$ cat src/rtl/regfile_mp.sv
// Parametrised multi-port register file with a per-register busy scoreboard,
// optional hardwired zero register, optional write bypass and a reset-time clear sweep.
module regfile_mp #(
    parameter int unsigned XLEN     = 32,
    parameter int unsigned NUM_REGS = 32,
    parameter int unsigned NUM_READ = 2,
    parameter bit          ZERO_REG = 1'b1,
    parameter bit          BYPASS   = 1'b1,
    localparam int unsigned AW      = $clog2(NUM_REGS)
) (
    input  logic                       clock,
    input  logic                       reset,
    input  logic                       write_enable,
    input  logic [AW-1:0]              rd_address,
    input  logic [XLEN-1:0]            rd_data,
    input  logic                       reserve_enable,
    input  logic [AW-1:0]              reserve_address,
    input  logic [NUM_READ*AW-1:0]     rs_address,
    output logic [NUM_READ*XLEN-1:0]   rs_data,
    output logic [NUM_READ-1:0]        rs_busy,
    output logic                       ready
);

    typedef enum logic {StClear, StRun} state_e;

    state_e              state_q, state_d;
    logic [AW-1:0]       clear_idx_q, clear_idx_d;
    logic [XLEN-1:0]     regs_q [NUM_REGS];
    logic [XLEN-1:0]     regs_d [NUM_REGS];
    logic [NUM_REGS-1:0] busy_q, busy_d;
    logic [AW-1:0]       ra [NUM_READ];
    logic                wr_ok, rsv_ok;

    // True when the address names a real, writable register.
    function automatic logic addr_ok(input logic [AW-1:0] a);
        return (32'(a) < NUM_REGS) && !(ZERO_REG && (a == '0));
    endfunction

    assign wr_ok  = (state_q == StRun) && write_enable && addr_ok(rd_address);
    assign rsv_ok = (state_q == StRun) && reserve_enable && addr_ok(reserve_address);
    assign ready  = (state_q == StRun);

    for (genvar g = 0; g < NUM_READ; g++) begin : g_ra
        assign ra[g] = rs_address[g*AW +: AW];
    end

    always_comb begin
        state_d     = state_q;
        clear_idx_d = clear_idx_q;
        regs_d      = regs_q;
        busy_d      = busy_q;
        case (state_q)
            StClear: begin
                regs_d[clear_idx_q] = '0;
                if (clear_idx_q == AW'(NUM_REGS - 1)) begin
                    state_d     = StRun;
                    clear_idx_d = '0;
                end else begin
                    clear_idx_d = clear_idx_q + 1'b1;
                end
            end
            StRun: begin
                if (wr_ok) begin
                    regs_d[rd_address] = rd_data;
                    busy_d[rd_address] = 1'b0;
                end
                // Reserve after write so a colliding reserve keeps the register busy.
                if (rsv_ok) begin
                    busy_d[reserve_address] = 1'b1;
                end
            end
            default: state_d = StClear;
        endcase
    end

    always_ff @(posedge clock) begin
        if (reset) begin
            state_q     <= StClear;
            clear_idx_q <= '0;
            busy_q      <= '0;
        end else begin
            state_q     <= state_d;
            clear_idx_q <= clear_idx_d;
            busy_q      <= busy_d;
            regs_q      <= regs_d;
        end
    end

    always_comb begin
        rs_data = '0;
        rs_busy = '0;
        for (int i = 0; i < NUM_READ; i++) begin
            if ((state_q == StRun) && addr_ok(ra[i])) begin
                if (BYPASS && wr_ok && (rd_address == ra[i])) begin
                    rs_data[i*XLEN +: XLEN] = rd_data;
                end else begin
                    rs_data[i*XLEN +: XLEN] = regs_q[ra[i]];
                    rs_busy[i]              = busy_q[ra[i]];
                end
            end
        end
    end

endmodule
$ cat config.mk
export PLATFORM = sky130hd
export DESIGN_NAME = regfile_mp
export DESIGN_NICKNAME = d
export VERILOG_FILES = /design/src/rtl/regfile_mp.sv
export SDC_FILE = /design/constraint.sdc
export NUM_CORES = 2
export LEC_CHECK = 0
export BUFFER_PORTS_ARGS = -buffer_cell sky130_fd_sc_hd__clkbuf_2
export CAP_MARGIN = 5
export CORE_UTILIZATION = 50
export CTS_BUF_LIST = sky130_fd_sc_hd__clkbuf_8
export DETAILED_ROUTE_END_ITERATION = 6
export HOLD_SLACK_MARGIN = 0.08
export PLACE_DENSITY = 0.66
export SLEW_MARGIN = 10
export SYNTH_ARGS = -nofsm -noshare
export SYNTH_HDL_FRONTEND = slang
export SYNTH_SLANG_ARGS = --single-unit
$ cat constraint.sdc
create_clock -name clock -period 4.6 [get_ports clock]
set_input_delay 0.92 -clock clock [delete_from_list [all_inputs] [get_ports clock]]
set_output_delay 0.92 -clock clock [all_outputs]
set_load 0.02 [all_outputs]
==> qor.yml <==
floorplanning:
  die_h_um: 352
  pin_count: 123
  die_w_um: 352
  start_util_pct: 50.7
  die_area_um2: 124000
  rows: 127
  core_area_um2: 121000
clock_tree:
  cts.sinks: 1062
  ctsRootBufferMaster: "clkbuf_8"
  cts_buffers: 185
  cts_tree: "built"
  h-tree-depth: 4
  clk_latency_ns: 0.92
  clk_pin_slew_ns: 0.06
  clock_path_buffers: 3
  hold_buffers: 0
sta:
  finalCritPeriodShare_pct: 100
  max_slew_margin_pct: 24.1
  worst_clock_skew_ns: 0.0378
  setup_viol: 2
  worst_slack_ns: -0.0226
  min_period_ns: 4.62
  clock.fmax_mhz: 216
  hold_viol: 0
  drv_slew: 0
  grt_setup_unrepaired: "no"
  tightestPinTransition_ns: 1.14
run_status:
  violations: "DRC, setup timing"
  status: "finished with violations"
critical_path:
  path_max_fanout: 44
  reg2regPathDepth: 6
  startpoint: "rs_address[7]"
  crit_type: "input pin to output port"
  path_common_cell: "clkbuf_2"
  cp-endpoint: "rs_data[45]"
  r2r-start: "ready"
  rrSetupSlack_ns: 1.33
  worstPathCellList: "clkbuf_2 -> nor2b_4 -> buf_12 -> a221oi_1 -> a22oi_1 -> a21oi_1 -> a221o_1 -> clkbuf_2"
  slowest_delay_ns: 0.59
  critPathArrivalTime_ns: 3.70
  cp_num_buf_inv: 3
  end_kind: "output port"
  cpMaxStageDelayCell: "clkbuf_2"
  rr_endpoint: "regs_q[259]"
  critPathTopFamily: "compound AO/OA/AOI/OAI gates"
  worstPathRequired_ns: 3.68
  cp.depth: 8
  start_kind: "input pin"
yosys:
  ys_seq_elements: 1062
  synth_edf_count: 1024
  yosys-mux-area-fraction_pct: 19.4
  syn_nets: 4665
  synth_fa_ha_area_share_pct: 0.102
  syn-instance-count: 4604
  seq_area_frac_synth_pct: 51.5
  async_flop_share_pct: 0
  yosys.area.top_type_share_pct: 50.3
  synth_area_leader_cell: "edfxtp_1"
  synth.most_common_cell: "edfxtp_1"
  synth_xor_area_share_pct: 0.143
  synth.avg_cell_area_um2: 13.3
  synth_common_cells: "edfxtp_1, a22o_1, clkbuf_1"
  synthTopCellsByArea: "edfxtp_1, mux4_2, a22o_1"
  synthesis.area_um2: 61200
  synth_top_family_by_area: "compound AO/OA/AOI/OAI gates"
  synth_flop_cell: "edfxtp_1"
  synth_cell_type_count: 51
  synth_compound_gate_area_share_pct: 21.0
  yosysWarnings: 0
  synthSimpleGateAreaFrac_pct: 4.03
place:
  post_dp_cell_area_um2: 65500
  post-place-cells: 6074
  dp_hpwl_um: 147000
  gp_congestion: 0.986
  port_buffers: 122
  dp_slack_ns: 0.178
power_and_ir_drop:
  cellLeakagePower_nw: 26.7
  vdd_drop_max_mv: 0.261
  p_per_area_nw_per_um2: 338
run:
  drv_cap: 0
detailed_routing:
  ant_nets: 0
  vias_per_cell: 7.80
  first_iter_violations: 9086
  wl_um: 244000
  drc: 1
  via_count: 50000
  wire_per_inst_um: 38.1
  first_pass_iters: 7
hold_path:
  min_path_type: "input pin to flip-flop"
global_route:
  grt_first_pass_wirelength_um: 345000
  grt.overflow.total: 0
  grt_max_degree: 67
  antenna_found_initial: 10
  grtUsageTotal_pct: 39.0
  grt_pass1_vias: 47700
final_layout:
  drive_above_1_share_pct: 24.5
  final_area_um2: 68700
  layoutNonFillerInstCount: 6412
  fill_cells: 9672
  final_nets: 4710
  post-route-util_pct: 57.0
  area.growth.synth_to_final_pct: 12.4
-- worst min path at each step --
stage	start	to	slack, ns	cells past startpoint
after CTS	reserve_address[0]	busy_q[21]	0.27	3
after floorplan	busy_q[0]	busy_q[0]	0.45	1
final	reserve_address[0]	busy_q[21]	0.33	3
after global routing	reserve_address[0]	busy_q[21]	0.34	3
after global placement	busy_q[19]	busy_q[19]	0.47	2
after detailed placement	busy_q[0]	busy_q[0]	0.47	1
-- report_power, final --
group	switching, mW	internal (mW)	leakage (nW)
clock	4.21	3.92	1.89
combinational	1.87	1.43	14.4
sequential	0.473	11.3	10.4
-- tightest hold or removal path: cells and delay by family --
kind                   cells  cell delay, ns
AO/OA/AOI/OAI              1            0.06
AND/OR/NAND/NOR            1            0.09
buffers and inverters      1            0.14
-- cell type report --
type / count / area (µm²) / share of cell area (%)
Antenna cell: 3 / 7.51 / 0.0109
Tap cell: 1612 / 2020 / 2.93
Clock buffer: 190 / 2620 / 3.80
Timing Repair Buffer: 425 / 3520 / 5.12
Multi-Input combinational cell: 2967 / 28400 / 41.3
Clock inverter: 145 / 648 / 0.943
Sequential cell: 1062 / 31500 / 45.8
Inverter: 8 / 30.0 / 0.0437
-- layout by cell type, fill, tap and decap left out, types with 47 or more instances in the layout --
cell         n
nor2_1      92
edfxtp_1  1024
o21ai_0    184
a221oi_1    88
clkinv_1    59
a21oi_1     99
a21oi_4     47
mux2i_1    339
inv_1       69
a22oi_1    171
clkbuf_2   116
buf_12      47
a22o_1     864
clkbuf_8   190
nand2_1    331
mux4_2     365
buf_4      258
-- sequential cells by signal, summed over array words and instances, names as in the netlist --
register / count
busy_q: 32
clear_idx_q: 5
ready: 1
regs_q: 1024
-- routing by layer --
metal  share of wire, %  track usage [%]  vias to the layer above
met4                5.9             21.1                        8
met2                 43             56.5                     5105
met1                 35             51.1                    24700
met5              0.067            0.628                        -
met3                 16             14.2                      976
li1                   -                -                    19200
-- repair_timing --
item	CTS	global route
endpoints found under the setup margin	0	1
resized for setup	0	1
buffers inserted	0	0
-- through the flow --
step | hold slack, ns | power, mW | setup TNS (ns)
global route | 0.344 | 23.8 | 0
floorplan | 0.455 | 13.9 | 0
detailed placement | 0.473 | 15.1 | 0
global placement | 0.466 | 15.0 | 0
finish | 0.326 | 23.2 | -0.0308
CTS | 0.265 | 23.1 | 0
-- cells by family after synthesis --
logic type | Yosys count
AOI/OAI and AO/OA | 1648
buffers and inverters | 575
muxes | 726
xor gates and xnor gates | 10
adders and majority gates | 5
DFF | 1062
and+or+nand+nor | 578
(Power assumes the default switching activity.)
